### src/rtl/friscv_h.sv
// Shared definitions for the FRISCV APB arbiter.
// Holds the arbiter FSM state type and its encoding.
package friscv_h;

    typedef enum logic [1:0] {
        IDLE   = 2'd0,
        ACCESS = 2'd1,
        RESP   = 2'd2
    } arb_state_t;

endpackage

### src/rtl/friscv_apb_arbiter.sv
// Two-requester round-robin arbiter in front of one APB-like peripheral.
// One grant at a time, registered outputs, optional ready timeout.
module friscv_apb_arbiter
    import friscv_h::*;
#(
    parameter int ADDRW   = 16,
    parameter int XLEN    = 32,
    parameter int TIMEOUT = 255
)(
    input  logic              aclk,
    input  logic              aresetn,
    input  logic              srst,
    input  logic              s0_en,
    input  logic              s0_wr,
    input  logic [ADDRW-1:0]  s0_addr,
    input  logic [XLEN-1:0]   s0_wdata,
    input  logic [XLEN/8-1:0] s0_strb,
    output logic [XLEN-1:0]   s0_rdata,
    output logic              s0_ready,
    output logic              s0_err,
    input  logic              s1_en,
    input  logic              s1_wr,
    input  logic [ADDRW-1:0]  s1_addr,
    input  logic [XLEN-1:0]   s1_wdata,
    input  logic [XLEN/8-1:0] s1_strb,
    output logic [XLEN-1:0]   s1_rdata,
    output logic              s1_ready,
    output logic              s1_err,
    output logic              slv_en,
    output logic              slv_wr,
    output logic [ADDRW-1:0]  slv_addr,
    output logic [XLEN-1:0]   slv_wdata,
    output logic [XLEN/8-1:0] slv_strb,
    input  logic [XLEN-1:0]   slv_rdata,
    input  logic              slv_ready
);

    localparam int CW = (TIMEOUT > 0) ? $clog2(TIMEOUT + 1) : 1;

    arb_state_t state;
    logic       last;
    logic       gnt;
    logic       win;
    logic       tmo;
    logic       done;
    logic [XLEN-1:0] resp_data;

    // On a tie the requester not granted last wins
    always_comb begin
        win = s1_en;
        if (s0_en && s1_en) begin
            win = ~last;
        end
    end

    assign done      = slv_ready || tmo;
    assign resp_data = slv_ready ? slv_rdata : '0;

    generate
        if (TIMEOUT > 0) begin : gen_tmo
            logic [CW-1:0] cnt;

            always_ff @(posedge aclk or negedge aresetn) begin
                if (!aresetn) begin
                    cnt <= '0;
                end else if (srst || state != ACCESS) begin
                    cnt <= '0;
                end else if (!slv_ready && cnt != CW'(TIMEOUT)) begin
                    cnt <= cnt + CW'(1);
                end
            end

            assign tmo = (state == ACCESS) && (cnt == CW'(TIMEOUT - 1));
        end else begin : gen_no_tmo
            assign tmo = 1'b0;
        end
    endgenerate

    always_ff @(posedge aclk or negedge aresetn) begin
        if (!aresetn) begin
            state     <= IDLE;
            last      <= 1'b1;
            gnt       <= 1'b0;
            slv_en    <= 1'b0;
            slv_wr    <= 1'b0;
            slv_addr  <= '0;
            slv_wdata <= '0;
            slv_strb  <= '0;
            s0_ready  <= 1'b0;
            s0_rdata  <= '0;
            s0_err    <= 1'b0;
            s1_ready  <= 1'b0;
            s1_rdata  <= '0;
            s1_err    <= 1'b0;
        end else if (srst) begin
            state     <= IDLE;
            last      <= 1'b1;
            gnt       <= 1'b0;
            slv_en    <= 1'b0;
            slv_wr    <= 1'b0;
            slv_addr  <= '0;
            slv_wdata <= '0;
            slv_strb  <= '0;
            s0_ready  <= 1'b0;
            s0_rdata  <= '0;
            s0_err    <= 1'b0;
            s1_ready  <= 1'b0;
            s1_rdata  <= '0;
            s1_err    <= 1'b0;
        end else begin
            unique case (state)
                IDLE: begin
                    if (s0_en || s1_en) begin
                        gnt       <= win;
                        last      <= win;
                        slv_en    <= 1'b1;
                        slv_wr    <= win ? s1_wr    : s0_wr;
                        slv_addr  <= win ? s1_addr  : s0_addr;
                        slv_wdata <= win ? s1_wdata : s0_wdata;
                        slv_strb  <= win ? s1_strb  : s0_strb;
                        state     <= ACCESS;
                    end
                end
                ACCESS: begin
                    // A ready in the timeout cycle still completes normally
                    if (done) begin
                        slv_en <= 1'b0;
                        state  <= RESP;
                        if (gnt) begin
                            s1_ready <= 1'b1;
                            s1_rdata <= resp_data;
                            s1_err   <= ~slv_ready;
                        end else begin
                            s0_ready <= 1'b1;
                            s0_rdata <= resp_data;
                            s0_err   <= ~slv_ready;
                        end
                    end
                end
                RESP: begin
                    s0_ready <= 1'b0;
                    s0_rdata <= '0;
                    s0_err   <= 1'b0;
                    s1_ready <= 1'b0;
                    s1_rdata <= '0;
                    s1_err   <= 1'b0;
                    state    <= IDLE;
                end
                default: begin
                    state <= IDLE;
                end
            endcase
        end
    end

endmodule

### config.mk
export PLATFORM = sky130hd
export DESIGN_NAME = friscv_apb_arbiter
export DESIGN_NICKNAME = d
export VERILOG_FILES = /design/src/rtl/friscv_h.sv /design/src/rtl/friscv_apb_arbiter.sv
export SDC_FILE = /design/constraint.sdc
export NUM_CORES = 1
export LEC_CHECK = 0
export CORE_MARGIN = 3
export CORE_UTILIZATION = 40
export CTS_CLUSTER_SIZE = 12
export DETAILED_ROUTE_END_ITERATION = 10
export GPL_ROUTABILITY_DRIVEN = 0
export GPL_TIMING_DRIVEN = 0
export PLACE_DENSITY = 0.83
export SYNTH_ARGS = -nofsm -noshare
export SYNTH_HDL_FRONTEND = slang
export SYNTH_SLANG_ARGS = --single-unit
### constraint.sdc
create_clock -name aclk -period 3.1 [get_ports aclk]
set_clock_uncertainty 0.2 [all_clocks]
set_input_delay 0.62 -clock aclk [delete_from_list [all_inputs] [get_ports aclk]]
set_output_delay 0.62 -clock aclk [all_outputs]
set_load 0.02 [all_outputs]
==> impl_metrics.ini <==
[status]
status = complete, no violations

[clocking]
htree_num_levels = 4
clk_latency_ns = 0.41
cts_tree = yes
clockRootBuffer = clkbuf_16
clk_path_buf_depth = 2
cts-buffers-inserted = 17
cts.sinks = 134
cts_setup_buffers = 0
cts_resized = 0
path_clk_slew_ns = 0.05

[critical_path]
crit_start = srst
endpoint = s1_rdata[4]
cp-end-kind = register
r2r_slack_ns = 0.51
start_kind = primary input
reg2reg_depth = 6
r2r-end = s1_rdata[4]
critPathRequiredTime_ns = 3.19
r2r-start = gen_tmo.cnt[3]
cp_max_fo = 10
crit_type = primary input to register
cp_data_arrival_time_ns = 3.01

[sta]
hold_viol = 0
drv_slew = 0
timing.final.crit_period_ns = 2.92
rsz0062_at_grt = no
slew_headroom_pct = 42.9
fmax_mhz = 342
setup_viol = 0
worst_pin_slew_ns = 0.851
timing.final.crit_share_pct = 94.2
fin_ws_ns = 0.179

[yosys]
yosysWarningCount = 0
synth_area_leaders = dfrtp_1 54%, mux2i_1 9.1%, mux2_4 7.3%, a211oi_1 6.6%, mux2_1 5.5%
synth_top_area_share_pct = 53.9
synth_cells = 488
synth_seq_cells = 134
synth_top_area_cell = dfrtp_1
yosysSeqAreaShare_pct = 54.3
avgSynthCellArea_um2 = 12.6
syn-num-nets = 634
synth_area_mm2 = 0.00617
netlist-cell-type-count = 42

[grt]
overflow = 0
grt_pass1_vias = 5229
grt_use_total_pct = 20.7
grt_max_degree = 105
grt_pass1_wl_mm = 27.1
grt_antenna_before_repair = 0

[hold_path]
hp-start = s0_rdata[22]
hp-class = register to register

[floorplanning]
core_mm2 = 0.0148
rows = 44
ios = 266
dieArea_mm2 = 0.0170
initial_core_util_pct = 41.7
die_h_um = 130
die_width_um = 130

[power_and_ir_drop]
intPower_w = 0.00419
swShare_pct = 26.9
p_per_area_mw_per_mm2 = 588
p_leak_nw = 4.36
pwr-share-clk_pct = 38.9
p_total_w = 0.00573
combPwrFrac_pct = 25.3
p_seq_share_pct = 35.8
peakVddDrop_v = 0.000405
power_switching_w = 0.00154

[detailed_routing]
wire_per_inst_um = 18.1
wl_mm = 17.6
route.met3.wl_mm = 1.21
via_per_inst = 5.06
drtIter0Drc = 187
highest_layer = met4
num_vias = 4911
drtPass1Iterations = 4
antenna_left = 0
met2WireLength_mm = 8.96
drc_errors = 0
met1_length_mm = 7.12

[layout]
fin_area_mm2 = 0.00975
drive_above_1_share_pct = 11.1
fillerInstances = 1082
area_growth_pct = 58.0
final_nets = 920
final_util_pct = 65.9
fin_cells = 971
diodes = 0

[placed_design]
io_buffer_count = 265
pre_cts_ws_ns = -0.219
dp_hpwl_mm = 13.6
dpl.cell_count = 938
placed_cell_area_mm2 = 0.00908

[flow_run]
maxCapViolations = 0
-- how the worst min path moves through the flow --
stage                     end  slack, ns  cells after the start
6_report         s0_rdata[22]       0.28                      1
5_1_grt           s0_rdata[5]       0.30                      1
4_1_cts           s0_rdata[2]       0.29                      1
3_5_place_dp      s0_rdata[2]       0.28                      1
3_3_place_gp     s0_rdata[31]       0.27                      1
2_1_floorplan  gen_tmo.cnt[0]       0.12                      0
-- Yosys cell counts, drive strengths merged --
cell type	number
dfrtp	133
mux2	68
nor2	62
mux2i	56
a211oi	55
and2	34
clkbuf	19
buf	16
nor3	5
inv	4
nand2	4
a311oi	2
a31oi	2
and3	2
and4b	2
ha	2
nand3	2
nor2b	2
o211a	2
a21boi	1
a21o	1
a21oi	1
a31o	1
and2b	1
and3b	1
and4	1
dfstp	1
nand4	1
nor3b	1
o2111ai	1
o211ai	1
o21ai	1
or3b	1
xnor2	1
xor2	1
-- worst max-delay path: stages --
cell and delay (ns):
clkdlybuf4s50_1 0.62, or3b_1 0.16, buf_2 0.19, a311oi_4 0.09, nor3_2 0.72, buf_6 0.29, mux2_4 0.32
-- final cells by class --
| type | count | area (um^2) | share of cell area [%] |
|---|---|---|---|
| sequential | 134 | 3350 | 34.4 |
| timing repair buffer | 267 | 2690 | 27.6 |
| multi-input combinational | 315 | 2620 | 26.8 |
| clock buffer | 24 | 492 | 5.04 |
| tap | 184 | 230 | 2.36 |
| buffer | 35 | 185 | 1.90 |
| clock inverter | 8 | 168 | 1.72 |
| inverter | 4 | 15.0 | 0.154 |
-- per-layer routing --
metal	global-route usage, %	vias up
li1	-	2322
met4	7.58	0
met5	0	-
met1	25.2	2342
met2	35.0	220
met3	5.77	27
-- sequential cells by signal (all words and copies together) (netlist names) --
signal and flops:
slv_addr 16, s1_ready 1, s1_rdata 32, s0_rdata 32, s0_err 1, slv_wr 1, gen_tmo.cnt 8, last 1
state 2, gnt 1, s1_err 1, slv_wdata 32, slv_strb 4, slv_en 1, s0_ready 1
-- power groups by stage --
| stage | sequential [W] | combinational [W] | clock (W) |
|---|---|---|---|
| after global placement | 0.00207 | 0.00143 | 0 |
| after detailed placement | 0.00208 | 0.00146 | 0 |
| final | 0.00205 | 0.00145 | 0.00223 |
| after global routing | 0.00207 | 0.00154 | 0.00234 |
| after floorplan | 0.00228 | 0.000499 | 0 |
| after CTS | 0.00205 | 0.00147 | 0.00227 |
-- metrics by stage --
stage	hold WS, ns	TNS (ns)
2_1_floorplan	0.124	0
3_3_place_gp	0.267	-511.62
6_report	0.285	0
3_5_place_dp	0.277	-7.55
5_1_grt	0.298	0
4_1_cts	0.285	0
-- what timing repair did --
action,CTS,global route
hold endpoints to repair,30,0
endpoints found under the setup margin,0,0
hold buffers,1,0
-- cell families (layout without fill, tap and decap cells) --
logic type	count (synthesis)	after routing	share of synthesized area, %
AOI/OAI and AO/OA	68	68	8.80
and+or+nand+nor	119	119	9.61
muxes	124	124	23.3
xor gates and xnor gates	2	2	0.284
adders and majority gates	2	2	0.405
buffers and inverters	39	338	3.24
DFF	134	134	54.3
-- layout by cell type (no fill, tap or decap), types with 2 or more instances in the layout --
cell type and instances:
mux2i_1 56, buf_1 3, a31oi_1 2, mux2_1 30
o211a_1 2, and4b_1 2, clkbuf_16 17, ha_1 2
bufinv_16 5, and2_1 34, dfrtp_1 133, buf_2 7
mux2_4 30, mux2_2 8, and3_1 2, nand3_1 2
inv_1 4, clkbuf_8 4, a211oi_1 54, clkinv_2 2
nor3_1 4, nand2_1 4, nor2_1 62, buf_6 7
clkbuf_1 22, nor2b_1 2, clkdlybuf4s50_1 264
(Power assumes the default switching activity.)
==> edit 1 (same settings) <==
Reset style: synchronous (`aresetn`), changed in 2 clocked blocks.
--- a/src/rtl/friscv_apb_arbiter.sv
+++ b/src/rtl/friscv_apb_arbiter.sv
@@ -60,7 +60,7 @@
         if (TIMEOUT > 0) begin : gen_tmo
             logic [CW-1:0] cnt;
 
-            always_ff @(posedge aclk or negedge aresetn) begin
+            always_ff @(posedge aclk) begin
                 if (!aresetn) begin
                     cnt <= '0;
                 end else if (srst || state != ACCESS) begin
@@ -76,7 +76,7 @@
         end
     endgenerate
 
-    always_ff @(posedge aclk or negedge aresetn) begin
+    always_ff @(posedge aclk) begin
         if (!aresetn) begin
             state     <= IDLE;
             last      <= 1'b1;
Formal check against the unedited RTL: differs if aresetn is asserted again (counterexample within 4 cycles, from zero or initial values and one cycle with aresetn low); with aresetn held inactive, the same outputs for 4 cycles.
==> edit 1 against the original RTL <==
Area after synthesis fell by 17%. Routed wire length fell by 0.57%. Design area fell by 12%. Worst hold slack got worse by 0.025 ns. Sequential cell count did not move. Worst setup slack improved by 0.62 ns.
Power is not compared: it rests on default switching activity, and its combinational part moved more than twofold at a synthesized area within 25%.
==> edit 1: results (changes against the original RTL) <==
status:
  status: "finished, final reports clean"  # unchanged
clocking:
  clock_path_buffers: 2  # unchanged
  cts_buffers: 17  # unchanged
  cts_resized: 0  # unchanged
  worstSkewPairLatency_ns: 0.40
  cts_root_buf: "clkbuf_16"  # unchanged
  cts_max_level: 4  # unchanged
  postCtsSetupRepairBufs: 0  # unchanged
  clk_pin_slew_ns: 0.06
cells_and_area:
  layout-drive-gt1-share_pct: 8.73  # was 11.1%
  n_antenna_cell: 0  # unchanged
  fin_nets: 912  # was 920
  top_regs: "s0_rdata x32, s1_rdata x32, slv_wdata x32"  # unchanged
  n_fill_cell: 913  # was 1082
placed_design:
  placed_area_um2: 7990  # was 9080 µm²
  detailed_place_hpwl_mm: 13.8  # was 13.6 mm
  portBuffers: 265  # unchanged
yosys:
  synth_commonest_cells: "dfxtp_1, a32o_1, a21oi_1"  # was dfrtp_1, nor2_1, mux2i_1
  ys_top_cells_by_area: "dfxtp_1, a32o_1, mux2i_1, a21oi_1, o21ai_0"  # was dfrtp_1, mux2i_1, mux2_4, a211oi_1, mux2_1
  yosys_warnings: 0  # unchanged
  ys_seq_area_share_pct: 52.3  # was 54.3%
  syn-num-nets: 628  # was 634
  synthFlopType: "dfxtp_1"  # was dfrtp_1
  ys_async_sr_fraction_pct: 0  # was 100%
  synth.distinct_cells: 44  # was 42
worst_setup_path:
  cp-startpoint: "aresetn"  # was srst
  cp_max_fo: 10  # unchanged
  critPathArrivalTime_ns: 2.44  # was 3.01 ns
  reg2reg_from: "gen_tmo.cnt[0]$_SDFFE_PP0P_"  # was gen_tmo.cnt[3]$_DFFE_PN0P_
  cp-start-kind: "primary input"  # unchanged
global_route:
  grt_pass1_wl_mm: 27.5  # was 27.1 mm
  grtUsageTotal_pct: 24.4  # was 20.7%
  grt_pass1_vias: 5270  # was 5229
  grt_antenna_before_repair: 0  # unchanged
  globalRouteOverflowTotal: 0  # unchanged
  grt_max_degree: 17  # was 105
sta:
  tightestPinTransition_ns: 0.577  # was 0.851 ns
power:
  ir_drop_v: 0.000355
  leakagePower_nw: 3.14
detailed_routing:
  firstDrtPassIters: 5  # was 4
  drt_first_iter_violations: 327  # was 187
  routed_wl_mm: 17.5  # was 17.6 mm
  vias: 5199  # was 4911
worst_hold_path:
  hp-start: "s1_ready$_SDFFE_PP0P_"  # was s0_rdata[22]$_DFFE_PN0P_
  worstHoldPathType: "flip-flop to flip-flop"  # unchanged
edit 1: worst paths after layout:
| path | endpoint | slack, ns | cells after the start |
|---|---|---|---|
| hold reg to reg | s1_ready$_SDFFE_PP0P_ | 0.26 | 2 |
| setup reg to reg | s0_rdata[16]$_SDFFE_PP0P_ | 1.21 | 7 |
| setup / recovery | slv_strb[1]$_SDFFE_PP0P_ | 0.80 | 7 |
| hold / removal | s1_ready$_SDFFE_PP0P_ | 0.26 | 2 |
edit 1: logic make-up (layout without fill, tap and decap cells):
| kind of cell | Yosys count | in the layout | share of synthesized area (%) |
|---|---|---|---|
| buf+inv | 47 | 344 | 5.05 |
| mux | 53 | 53 | 10.3 |
| fa+ha+maj | 2 | 2 | 0.488 |
| flops | 134 | 134 | 52.3 |
| xor+xnor | 2 | 2 | 0.342 |
| compound gates | 194 | 194 | 26.0 |
| simple gates | 50 | 50 | 5.49 |
edit 1: critical path, cell delays in order:
cell             delay [ns]
clkdlybuf4s50_1        0.48
nor2b_1                0.13
buf_2                  0.21
buf_2                  0.29
clkbuf_1               0.37
o21ai_0                0.16
a21oi_1                0.16
edit 1: per-stage QoR:
step                power [mW]  utilization [%]  cells  hold WS, ns  setup slack, ns
finish                    4.40             69.9    947        0.259            0.795
global route              4.56             69.9    947        0.276            0.663
CTS                       4.43             69.9    947        0.265            0.789
detailed placement        2.48             65.2    915        0.253            0.390
global placement          2.47             65.2    915        0.247            0.453
floorplan                 2.11                -    482        0.234             1.32
edit 1: cell type report:
type	count	share of cell area (%)
Clock inverter	13	1.71
Clock buffer	19	5.05
Buffer	45	2.93
Tap cell	168	2.45
Sequential cell	134	31.3
Inverter	2	0.0876
Timing Repair Buffer	265	30.9
Multi-Input combinational cell	301	25.5
edit 1: layer usage:
| metal | GRT usage [%] | wire length [µm] | vias to the layer above |
|---|---|---|---|
| met2 | 43.5 | 8980 | 283 |
| met5 | 0 | 0 | - |
| met1 | 27.1 | 6570 | 2455 |
| li1 | - | - | 2428 |
| met3 | 7.60 | 1540 | 33 |
| met4 | 9.05 | 427 | 0 |
edit 1: where the power goes:
| part | switching [mW] | leakage [nW] | total (mW) | internal, mW |
|---|---|---|---|---|
| clock network | 0.758 | 0.279 | 1.95 | 1.19 |
| logic | 0.306 | 1.77 | 0.641 | 0.335 |
| registers | 0.0293 | 1.09 | 1.80 | 1.78 |
| total | 1.09 | 3.14 | 4.40 | 3.30 |
==> edit 2 (same settings) <==
Without the edit above. `XLEN`: 32 -> 40.
--- a/src/rtl/friscv_apb_arbiter.sv
+++ b/src/rtl/friscv_apb_arbiter.sv
@@ -4,7 +4,7 @@
     import friscv_h::*;
 #(
     parameter int ADDRW   = 16,
-    parameter int XLEN    = 32,
+    parameter int XLEN    = 40,
     parameter int TIMEOUT = 255
 )(
     input  logic              aclk,
Interface: changed (9 resized); port bits go from 266 to 317. No check against the original RTL was run, so the function may have changed too.
==> edit 2 against the original RTL <==
First-iteration DRC count down 25%. Routed wire length up 23%. Worst setup slack better by 0.41 ns. Critical path type unchanged. Area after synthesis up 20%. Design area up 18%. Power up 12%. Sequential cell count up 25.
==> edit 2: results (changes against the original RTL) <==
status:
  status: "finished, final reports clean"  # unchanged
global_route:
  grt_pass1_wl_mm: 33.9  # was 27.1 mm
  grtUsageTotal_pct: 21.6  # was 20.7%
  grt_max_degree: 113  # was 105
  grt_pass1_vias: 6138  # was 5229
cells_and_area:
  n_fill_cell: 1375  # was 1082
  top_regs: "s0_rdata x40, s1_rdata x40, slv_wdata x40"  # was s0_rdata x32, s1_rdata x32, slv_wdata x32
  layout-drive-gt1-share_pct: 14.3  # was 11.1%
  fin_nets: 1080  # was 920
  final_cells: 1150  # was 971
power:
  power_switching_mw: 1.93  # was 1.54 mW
  swShare_pct: 30.2  # was 26.9%
  leakagePower_nw: 5.06  # was 4.36 nW
  pg_seq_mw: 2.43  # was 2.05 mW
  ir_drop_v: 0.000391  # was 0.000405 V
placed_design:
  detailed_place_hpwl_mm: 16.8  # was 13.6 mm
  portBuffers: 315  # was 265
  placed_area_um2: 10900  # was 9080 µm²
  preCtsSetupSlack_ns: 0.0851  # was -0.219 ns
worst_setup_path:
  reg2reg_from: "gen_tmo.cnt[5]$_DFFE_PN0P_"  # was gen_tmo.cnt[3]$_DFFE_PN0P_
  r2r_slack_ns: 0.76  # was 0.51 ns
  critPathArrivalTime_ns: 2.63  # was 3.01 ns
  r2r_end: "s0_rdata[26]$_DFFE_PN0P_"  # was s1_rdata[4]$_DFFE_PN0P_
  cp-startpoint: "s0_en"  # was srst
sta:
  tightestPinTransition_ns: 0.612  # was 0.851 ns
  holdWs_ns: 0.288  # was 0.285 ns
clocking:
  postCtsSetupRepairBufs: 0  # unchanged
  clock_path_buffers: 2  # unchanged
  clk_pin_slew_ns: 0.07  # was 0.05 ns
worst_hold_path:
  whs_endpoint: "s0_rdata[20]$_DFFE_PN0P_"  # was s0_rdata[22]$_DFFE_PN0P_
  hp-start: "s0_rdata[20]$_DFFE_PN0P_"  # was s0_rdata[22]$_DFFE_PN0P_
detailed_routing:
  post_drt_via_cell_ratio: 5.04  # was 5.06
  drt_first_iter_violations: 140  # was 187
  wire_per_inst_um: 18.8  # was 18.1 µm
yosys:
  synth_commonest_cells: "dfrtp_1, nor2_1, a211oi_1, mux2i_1, mux2_4"  # was dfrtp_1, nor2_1, mux2i_1
  syn-num-nets: 744  # was 634
  synth.distinct_cells: 40  # was 42
  avgSynthCellArea_um2: 13.0  # was 12.6 µm²
  ys_top_cells_by_area: "dfrtp_1, mux2_4, mux2i_1, a211oi_1, nor2_1"  # was dfrtp_1, mux2i_1, mux2_4, a211oi_1, mux2_1
  ys_seq_area_share_pct: 53.7  # was 54.3%
[edit 2: cell types whose count changed after synthesis, sizes merged, moves of 6 or more]
cell    delta
nor2      +13
mux2      +16
dfrtp     +25
mux2i      +8
a211oi     +9
clkbuf     +6
and2       +6
[edit 2: logic make-up after synthesis]
group | count (synthesis) | share of synthesized area [%]
buffers and inverters | 45 | 3.33
AOI/OAI and AO/OA | 78 | 8.48
muxes | 148 | 24.5
and+or+nand+nor | 135 | 9.00
xor gates and xnor gates | 5 | 0.692
DFF | 159 | 53.7
adders and majority gates | 2 | 0.338
[edit 2: final cells by class]
cell class,count,area [µm²],share of cell area [%]
plain buffers,42,235,2.04
clock buffers,18,439,3.82
clock inverters,14,175,1.52
inverters,3,11.3,0.0979
multi-input cells,368,3180,27.7
flip-flops and latches,159,3980,34.6
well taps,229,287,2.49
repair buffers,317,3200,27.8
[edit 2: worst max-delay path: stages]
cell and delay, ns:
clkdlybuf4s50_1 0.48, nor2_1 0.06, nor3_1 0.18, clkbuf_1 0.43, clkbuf_1 0.51, nor2_1 0.11
a211oi_1 0.24
[edit 2: per-layer routing]
metal  vias up  global-route usage [%]  routed length (µm)
met2       270                    36.7               10700
met5         -                       0                   0
met1      2776                    26.3                8640
met3        37                    5.48                1610
met4         0                    8.48                 696
li1       2714                       -                   -
[edit 2: worst max-delay path by stage]
stage	end	slack, ns	cells past startpoint
after detailed placement	slv_addr[10]$_DFFE_PN0P_	0.09	7
after global routing	slv_addr[14]$_DFFE_PN0P_	0.40	7
after global placement	slv_addr[11]$_DFFE_PN0P_	-5.34	1
after floorplan	s1_err$_DFFE_PN0P_	0.84	7
final	slv_addr[10]$_DFFE_PN0P_	0.59	7
after CTS	slv_addr[14]$_DFFE_PN0P_	0.53	7
